### src/rtl/seq_det_param.sv
// seq_det_param: runtime-programmable Mealy serial-pattern detector.
// Compares the newest PAT_W accepted bits against cfg_pat under cfg_mask.
// It runs in overlapping or non-overlapping mode and has a saturating
// match counter.
// Build option: define SEQ_DET_CNT_EN to build the match counter.
// When it is undefined, match_cnt is tied to zero and no counter flops exist.
module seq_det_param #(
  parameter int PAT_W = 4,
  parameter int CNT_W = 8
) (
  input  logic             clk,
  input  logic             rst,
  input  logic             clr,
  input  logic             in_valid,
  input  logic             in,
  input  logic [PAT_W-1:0] cfg_pat,
  input  logic [PAT_W-1:0] cfg_mask,
  input  logic             cfg_ovl,
  output logic             match,
  output logic [CNT_W-1:0] match_cnt
);

  // fill only needs to reach PAT_W-1, so clog2(PAT_W) bits suffice.
  localparam int FILL_W = (PAT_W <= 2) ? 1 : $clog2(PAT_W);
  localparam logic [FILL_W-1:0] FILL_FULL = FILL_W'(PAT_W - 1);

  logic [PAT_W-2:0]  hist;
  logic [FILL_W-1:0] fill;
  logic [PAT_W-1:0]  win;
  logic              full;
  logic              hit;
  logic              accept;

  // The comparison window is the stored history with the live bit appended.
  // The oldest bit lands in the MSB, which lines up with cfg_pat.
  assign win    = {hist, in};
  assign full   = (fill == FILL_FULL);
  assign hit    = (((win ^ cfg_pat) & cfg_mask) == '0);
  assign accept = in_valid & ~clr;
  assign match  = rst & accept & full & hit;

  // History shift register: accepted bits enter at bit 0.
  // The window's low bits become the new history, so PAT_W=2 needs no special case.
  always_ff @(posedge clk or negedge rst) begin
    if (!rst) begin
      hist <= '0;
    end else if (clr) begin
      hist <= '0;
    end else if (in_valid) begin
      hist <= win[PAT_W-2:0];
    end
  end

  // Fill tracker: saturates at PAT_W-1 once the window is full.
  // A non-overlapping match restarts it so the next match needs PAT_W fresh bits.
  always_ff @(posedge clk or negedge rst) begin
    if (!rst) begin
      fill <= '0;
    end else if (clr) begin
      fill <= '0;
    end else if (in_valid) begin
      if (match && !cfg_ovl) begin
        fill <= '0;
      end else if (!full) begin
        fill <= fill + 1'b1;
      end
    end
  end

`ifdef SEQ_DET_CNT_EN
  logic [CNT_W-1:0] cnt;

  // Saturating match counter: it holds at all-ones instead of wrapping.
  always_ff @(posedge clk or negedge rst) begin
    if (!rst) begin
      cnt <= '0;
    end else if (clr) begin
      cnt <= '0;
    end else if (match && (cnt != {CNT_W{1'b1}})) begin
      cnt <= cnt + 1'b1;
    end
  end

  assign match_cnt = cnt;
`else
  assign match_cnt = '0;
`endif

endmodule

### config.mk
export PLATFORM = sky130hd
export DESIGN_NAME = seq_det_param
export DESIGN_NICKNAME = d
export VERILOG_FILES = /design/src/rtl/seq_det_param.sv
export SDC_FILE = /design/constraint.sdc
export NUM_CORES = 1
export LEC_CHECK = 0
export ABC_AREA = 1
export BUFFER_PORTS_ARGS = -buffer_cell sky130_fd_sc_hd__buf_2
export CAP_MARGIN = 20
export CORE_AREA = 2 2 39 41
export DETAILED_ROUTE_END_ITERATION = 10
export DIE_AREA = 0 0 41 43
export PLACE_DENSITY_LB_ADDON = 0.25
export SLEW_MARGIN = 20
export SYNTH_ARGS = -nofsm -noshare
export SYNTH_HDL_FRONTEND = slang
export SYNTH_SLANG_ARGS = --single-unit
### constraint.sdc
create_clock -name clk -period 3.2 [get_ports clk]
set_clock_uncertainty 0.2 [all_clocks]
set_input_delay 0.32 -clock clk [delete_from_list [all_inputs] [get_ports clk]]
set_output_delay 0.32 -clock clk [all_outputs]
set_load 0.03 [all_outputs]
==> summary.txt, run 1 <==
post-synth cell types -> 16
P&R area growth vs syn -> 22.29%
die area -> 1763 sq um
crit path launch type -> primary input
DR DRC count -> 0
Die X-Extent -> 41 um
CTS tree -> yes
first-pass GRT wire length -> 1179 um
Min Clock Period, post-route -> 2.179 ns
Antenna Cells -> 0
fin nets -> 97
dpl cells -> 92
Num CTS Buffers -> 3
DRT antenna net count -> 0
register area share after synthesis -> 0.3012
DR vias -> 391
non-filler cells in the finished layout -> 97
Max-Cap Viols -> 0
worst vdd ir -> 0.1780 mV
CP Data Arrival Time -> 1.66 ns
unrepaired setup endpoints after global routing -> false
LEAKAGE -> 0.2888 nW
crit path max-delay cell type -> dlygate4sd3_1
Final Max Slew Viols -> 0
Final Routed Wirelength -> 707 um
number of hold violations in the final report -> 0
Remaining Overflow, GRT -> 0
clock slew at reported path FFs -> 0.04 ns
GRT Util Overall -> 0.1000
vias in the first global route -> 317
Setup CP Type -> primary input to output pin
H-tree lvl count -> 1
fmax -> 459.0 MHz
I/O pin cnt -> 23
top cell type by total area after synthesis -> dfrtp_1
Detailed Routing Iterations Pass 1 -> 3
row count -> 14
clk buf depth -> 2
pin count of the biggest net entering global routing -> 7
setup_tns -> 0 ns
crit end category -> output pin
Pwr Density -> 383.3 nW/um^2
Layout fillers -> 152
IO buf count -> 14
initial antenna violation count -> 0
fraction of layout cells with a size suffix above 1 -> 0.3086
synthesized area per cell -> 6.594 sq um
most frequent cells in the layout -> 14 x nand2_1, 14 x buf_2, 10 x nor2_1, 8 x conb_1, 6 x inv_1
Initial Util -> 0.3002
post-synthesis instance area -> 415.4 sq um
top cell type's share of synthesized area -> 0.3012
CTS sink count -> 5
drt initial violations -> 4
clock root buffer -> clkbuf_4
YS warnings -> 0
Die Ht -> 43 um
GPL Wtd Cong -> 0.7399
CP cell instances -> dlygate4sd3_1, buf_2, nand2_1, nor2_1, nand2_1, nor4_1, buf_2
HP Class -> primary input to register
post-CTS setup buffer count -> 0
post_cts resized -> 0
Synth Instances -> 63
fin crit share -> 0.6808
Final setup viols -> 0
CP peak stage delay -> 0.51 ns
CP required -> 2.68 ns
DR vias/cell -> 4.031
WL per Instance -> 7.289 um
Core Area -> 1384 sq um
Synth area leaders -> dfrtp_1 30%, buf_4 14%, nand2_1 13%
run status -> complete, no violations
Synth Register Bits -> 5
worst-path maximum fanout -> 6
Final HPWL DP -> 618.6 um
clock insertion delay at the later pin of the skew report -> 0.23 ns
==> cell families (layout without fill, tap and decap cells) <==
| group | after synthesis | in the layout | synth area share |
|---|---|---|---|
| AO/OA/AOI/OAI | 3 | 3 | 0.03613 |
| adder cells (fa/ha/maj) | 1 | 1 | 0.03012 |
| buffers and inverters | 16 | 27 | 0.2169 |
| flip-flops | 5 | 5 | 0.3012 |
| other | 1 | 8 | 0.009027 |
| AND/OR/NAND/NOR | 37 | 37 | 0.4067 |
==> worst max-delay path, delay by kind of cell <==
| kind | cells | cell delay (ns) |
|---|---|---|
| buffers and inverters | 3 | 0.92 |
| and+or+nand+nor | 4 | 0.41 |
==> synth_stat cells (all sizes together) <==
cell type / number
o21ai: 3
or2: 1
inv: 8
buf: 8
dfrtp: 5
nand4: 1
nand3: 6
nand2: 17
conb: 1
ha: 1
nor4: 1
nor2: 11
==> metal layers <==
| layer | part of all wire | track usage | vias up | wire (um) |
|---|---|---|---|---|
| met5 | 0 | 0 | - | 0 |
| met4 | 0 | 0.08000 | 0 | 0 |
| met3 | 0.051 | 0.01571 | 0 | 36 |
| met2 | 0.46 | 0.1344 | 12 | 322 |
| met1 | 0.49 | 0.1344 | 160 | 348 |
| li1 | - | - | 219 | - |
==> state kept, by name, summed over array words and instances, names as in the netlist <==
| name | count |
|---|---|
| hist | 3 |
| fill | 2 |
==> power by group <==
part	internal [W]	total [W]	switching [W]
sequential	0.0000696	0.0000739	0.00000426
combinational	0.0000177	0.0000504	0.0000327
clock	0.0000470	0.0000704	0.0000235
==> stage by stage <==
stage / setup slack [ns] / total power [W] / hold slack [ns] / util / area [sq um]
6_report: 1.021 / 0.0001947 / 0.1759 / 0.3671 / 508.0
2_1_floorplan: 1.061 / 0.0001169 / -0.1756 / - / 441.7
5_1_grt: 0.8674 / 0.0002149 / 0.1788 / 0.3671 / 508.0
3_5_place_dp: 1.528 / 0.0001247 / -0.05426 / 0.3409 / 471.7
4_1_cts: 1.015 / 0.0002007 / 0.1725 / 0.3671 / 508.0
3_3_place_gp: 1.535 / 0.0001244 / -0.05395 / 0.3409 / 471.7
==> path summary, 6_finish.rpt <==
path	start	to	slack, ns	depth (start not counted)
worst min-delay path	in	hist[0]$_DFFE_PN0P_	0.18	3
worst min register to register	fill[1]$_DFFE_PN0P_	fill[1]$_DFFE_PN0P_	0.28	2
worst max register to register	fill[0]$_DFFE_PN0P_	fill[0]$_DFFE_PN0P_	1.73	10
min in group asynchronous	rst	fill[1]$_DFFE_PN0P_	0.23	2
max in group asynchronous	rst	hist[2]$_DFFE_PN0P_	2.43	2
worst max-delay path	rst	match	1.02	7
==> cell type report <==
class                      instances  area (sq um)  area share
clock buffer                       4         26.28     0.05172
multi-input combinational         49         226.5      0.4458
tap                               16         20.02     0.03941
timing repair buffer              15         80.08      0.1576
inverter                           8         30.03     0.05911
sequential                         5         125.1      0.2463
==> what timing repair did <==
action | in CTS | in global routing
endpoints found under the hold margin | 5 | 0
setup endpoints to repair | 0 | 0
hold buffers | 1 | 0
No activity file was read; power rests on OpenSTA's default activity.
==> run 2: changes to the inputs <==
--- a/config.mk
+++ b/config.mk
@@ -5,7 +5,7 @@
 export SDC_FILE = /design/constraint.sdc
 export NUM_CORES = 1
 export LEC_CHECK = 0
-export ABC_AREA = 1
+export ABC_AREA = 0
 export BUFFER_PORTS_ARGS = -buffer_cell sky130_fd_sc_hd__buf_2
 export CAP_MARGIN = 20
 export CORE_AREA = 2 2 39 41
==> constraint.sdc (replaced) <==
create_clock -name clk -period 2.1 [get_ports clk]
set_clock_uncertainty 0.2 [all_clocks]
set_input_delay 0.21 -clock clk [delete_from_list [all_inputs] [get_ports clk]]
set_output_delay 0.21 -clock clk [all_outputs]
set_load 0.03 [all_outputs]
==> summary.txt, run 2 <==
Synth Area in Compound Gates -> 0.1225 (was 0.03614)
die area -> 1763 sq um (unchanged)
largest family of logic cells by synthesized area -> buffers and inverters (was simple AND/OR/NAND/NOR gates)
Num CTS Buffers -> 3 (unchanged)
DRT antenna net count -> 0 (unchanged)
Synth Register Bits -> 5 (unchanged)
M1 wire length -> 288 um (was 348 um)
fmax -> 517.8 MHz
YS warnings -> 0 (unchanged)
routed length on met3 -> 58 um (was 36 um)
Core Area -> 1384 sq um (unchanged)
Final Max Slew Viols -> 0 (unchanged)
crit path max-delay cell type -> dfrtp_1 (was dlygate4sd3_1)
commonest non-fill, non-tap cell in the layout -> buf_2
share of power burned in registers -> 0.375 (was 0.379)
initial antenna violation count -> 0 (unchanged)
Synth Area in Simple Gates -> 0.1225 (was 0.4066)
max reg flops -> 3 (unchanged)
clock insertion delay at the later pin of the skew report -> 0.24 ns (was 0.23 ns)
Antenna Cells -> 0 (unchanged)
Final Routed Wirelength -> 697 um (was 707 um)
most instantiated cells after synthesis -> 8 x buf_4, 5 x dfrtp_1, 4 x a21oi_1, 4 x mux2i_1, 4 x xor2_1 (was 14 x nand2_1, 10 x nor2_1, 8 x buf_4)
I/O pin cnt -> 23 (unchanged)
Final setup viols -> 0 (unchanged)
Top reg by flops -> hist (unchanged)
met2 WL -> 332 um (was 322 um)
top cell type by total area after synthesis -> dfrtp_1 (unchanged)
Pwr Density -> 598.6 nW/um^2 (was 383.3 nW/um^2)
DR vias -> 311 (was 391)
fin crit share -> 0.9196
unrepaired setup endpoints after global routing -> false (unchanged)
CTS sink count -> 5 (unchanged)
CP peak stage delay -> 0.38 ns (was 0.51 ns)
IO buf count -> 14 (unchanged)
run status -> complete, no violations (unchanged)
pin count of the biggest net entering global routing -> 8 (was 7)
number of hold violations in the final report -> 0 (unchanged)
DR DRC count -> 0 (unchanged)
post-synth cell types -> 17 (was 16)
top cell type's share of synthesized area -> 0.3311 (was 0.3012)
post-synthesis instance area -> 377.9 sq um (was 415.4 sq um)
LEAKAGE -> 0.2587 nW (was 0.2888 nW)
mux cell area share after synthesis -> 0.1060 (was 0)
Die X-Extent -> 41 um (unchanged)
setup_tns -> 0 ns (unchanged)
register-to-register setup slack -> 0.49 ns (was 1.73 ns)
WL per Instance -> 9.419 um (was 7.289 um)
CP delay by family, top -> flip-flops (was buffers and inverters)
GRT Util Overall -> 0.1021 (was 0.1000)
P&R area growth vs syn -> 25.17% (was 22.29%)
Synth area leaders -> dfrtp_1 33%, buf_4 16%, mux2i_1 11% (was dfrtp_1 30%, buf_4 14%, nand2_1 13%)
worst-path maximum fanout -> 2 (was 6)
CP required -> 1.69 ns (was 2.68 ns)
post_cts resized -> 0 (unchanged)
DR vias/cell -> 4.203 (was 4.031)
worst vdd ir -> 0.3196 mV (was 0.1780 mV)
combinational power share -> 0.232 (was 0.259)
CP Data Arrival Time -> 1.52 ns (was 1.66 ns)
fin nets -> 74 (was 97)
Min Clock Period, post-route -> 1.931 ns
Synth Instances -> 40 (was 63)
Synth Area in XOR/XNOR -> 0.09272 (was 0)
clock slew at reported path FFs -> 0.05 ns (was 0.04 ns)
Initial Util -> 0.2731 (was 0.3002)
biggest regs -> hist: 3 flops, fill: 2 flops (unchanged)
Switching Fraction -> 0.2947 (was 0.3105)
clock root buffer -> clkbuf_4 (unchanged)
fraction of layout cells with a size suffix above 1 -> 0.3276 (was 0.3086)
Net Switching -> 0.00008344 W (was 0.00006047 W)
GPL Wtd Cong -> 0.6585 (was 0.7399)
H-tree lvl count -> 1 (unchanged)
Hold Path Origin -> clr (was in)
synthesized area per cell -> 9.447 sq um (was 6.594 sq um)
asr flop ratio synth -> 1.000 (unchanged)
Setup CP Type -> register to output pin (was primary input to output pin)
clk buf depth -> 2 (unchanged)
Top Layer Used -> met4 (was met3)
HP Class -> primary input to register (unchanged)
launch point of the worst reg-to-reg path -> fill[0]$_DFFE_PN0P_ (unchanged)
first-pass GRT wire length -> 1110 um (was 1179 um)
drt initial violations -> 4 (unchanged)
crit path launch type -> register (was primary input)
crit end category -> output pin (unchanged)
vias in the first global route -> 267 (was 317)
Most used DFF post-synth -> dfrtp_1 (unchanged)
CP startpoint -> hist[2]$_DFFE_PN0P_ (was rst)
Final HPWL DP -> 585.8 um (was 618.6 um)
register area share after synthesis -> 0.3311 (was 0.3012)
Max-Cap Viols -> 0 (unchanged)
Remaining Overflow, GRT -> 0 (unchanged)
row count -> 14 (unchanged)
top-count cell post-synth -> buf_4 (was nand2_1)
CTS tree -> yes (unchanged)
EDFF count, synth -> 0 (unchanged)
Tot Pwr -> 0.0002831 W (was 0.0001947 W)
Internal Power -> 0.0001997 W (was 0.0001343 W)
Bufs and invs on worst path -> 1 (was 3)
Die Ht -> 43 um (unchanged)
Synth Area in Adders -> 0.03311 (was 0.03012)
Clk pwr share -> 0.393 (was 0.362)
most frequent cells in the layout -> 14 x buf_2, 8 x conb_1, 5 x dfrtp_1 (was 14 x nand2_1, 14 x buf_2, 10 x nor2_1, 8 x conb_1, 6 x inv_1)
CP cell instances -> xor2_1, a222oi_1, and2_2, buf_2 (was dlygate4sd3_1, buf_2, nand2_1, nor2_1, nand2_1, nor4_1, buf_2)
Detailed Routing Iterations Pass 1 -> 4 (was 3)
==> run 2: area by class of cell <==
class | count | area [sq um]
Clock buffer | 4 | 26.28
Inverter | 1 | 3.754
Timing Repair Buffer | 16 | 87.58
Fill cell | 158 | 910.9
Tap cell | 16 | 20.02
Sequential cell | 5 | 125.1
Multi-Input combinational cell | 32 | 210.2
==> run 2: worst register-to-register path: stages (launching register included) <==
cell	delay [ns]
dfrtp_1	0.36
ha_1	0.19
nand4b_1	0.13
a211oi_1	0.32
a21oi_1	0.15
mux2i_1	0.14
==> run 2: kinds of logic after synthesis <==
kind of cell | Yosys count
fa+ha+maj | 1
simple gates | 8
xor+xnor | 4
buf+inv | 10
compound gates | 7
mux | 4
flops | 5
other cells | 1
==> run 2: path summary, 6_finish.rpt <==
kind	end	cells past startpoint
max in group asynchronous	hist[2]$_DFFE_PN0P_	2
setup reg to reg	fill[1]$_DFFE_PN0P_	5
min in group asynchronous	fill[1]$_DFFE_PN0P_	2
setup / recovery	match	4
hold / removal	hist[0]$_DFFE_PN0P_	2
hold reg to reg	hist[2]$_DFFE_PN0P_	2
==> run 2: per-stage QoR <==
step / area, sq um / setup slack [ns] / cells / hold slack [ns] / utilization
CTS: 465.4 / 0.08273 / 73 / 0.007751 / 0.3363
global route: 473.0 / 0.04004 / 74 / 0.02633 / 0.3418
detailed placement: 429.2 / 0.3454 / 68 / -0.1634 / 0.3101
floorplan: 404.1 / 0.4863 / 47 / -0.2856 / -
finish: 473.0 / 0.1689 / 74 / 0.01386 / 0.3418
global placement: 429.2 / 0.3545 / 68 / -0.1604 / 0.3101
==> run 2: routing by layer <==
layer | vias up | GRT usage
met3 | 4 | 0.03141
met5 | - | 0
met1 | 137 | 0.1118
li1 | 155 | -
met4 | 0 | 0.1000
met2 | 15 | 0.1438
==> run 2: what timing repair did <==
item	in CTS	in global routing
endpoints found under the setup margin	0	1
hold buffers	1	0
buffers inserted	0	1
hold endpoints to repair	5	0
==> run 2: power groups by stage <==
| stage | registers, W | logic [W] | clock network (W) |
|---|---|---|---|
| 3_5_place_dp | 0.000108 | 0.0000611 | 0 |
| 5_1_grt | 0.000107 | 0.0000737 | 0.000121 |
| 6_report | 0.000106 | 0.0000657 | 0.000111 |
| 2_1_floorplan | 0.000107 | 0.0000536 | 0 |
| 3_3_place_gp | 0.000108 | 0.0000612 | 0 |
| 4_1_cts | 0.000106 | 0.0000627 | 0.000116 |
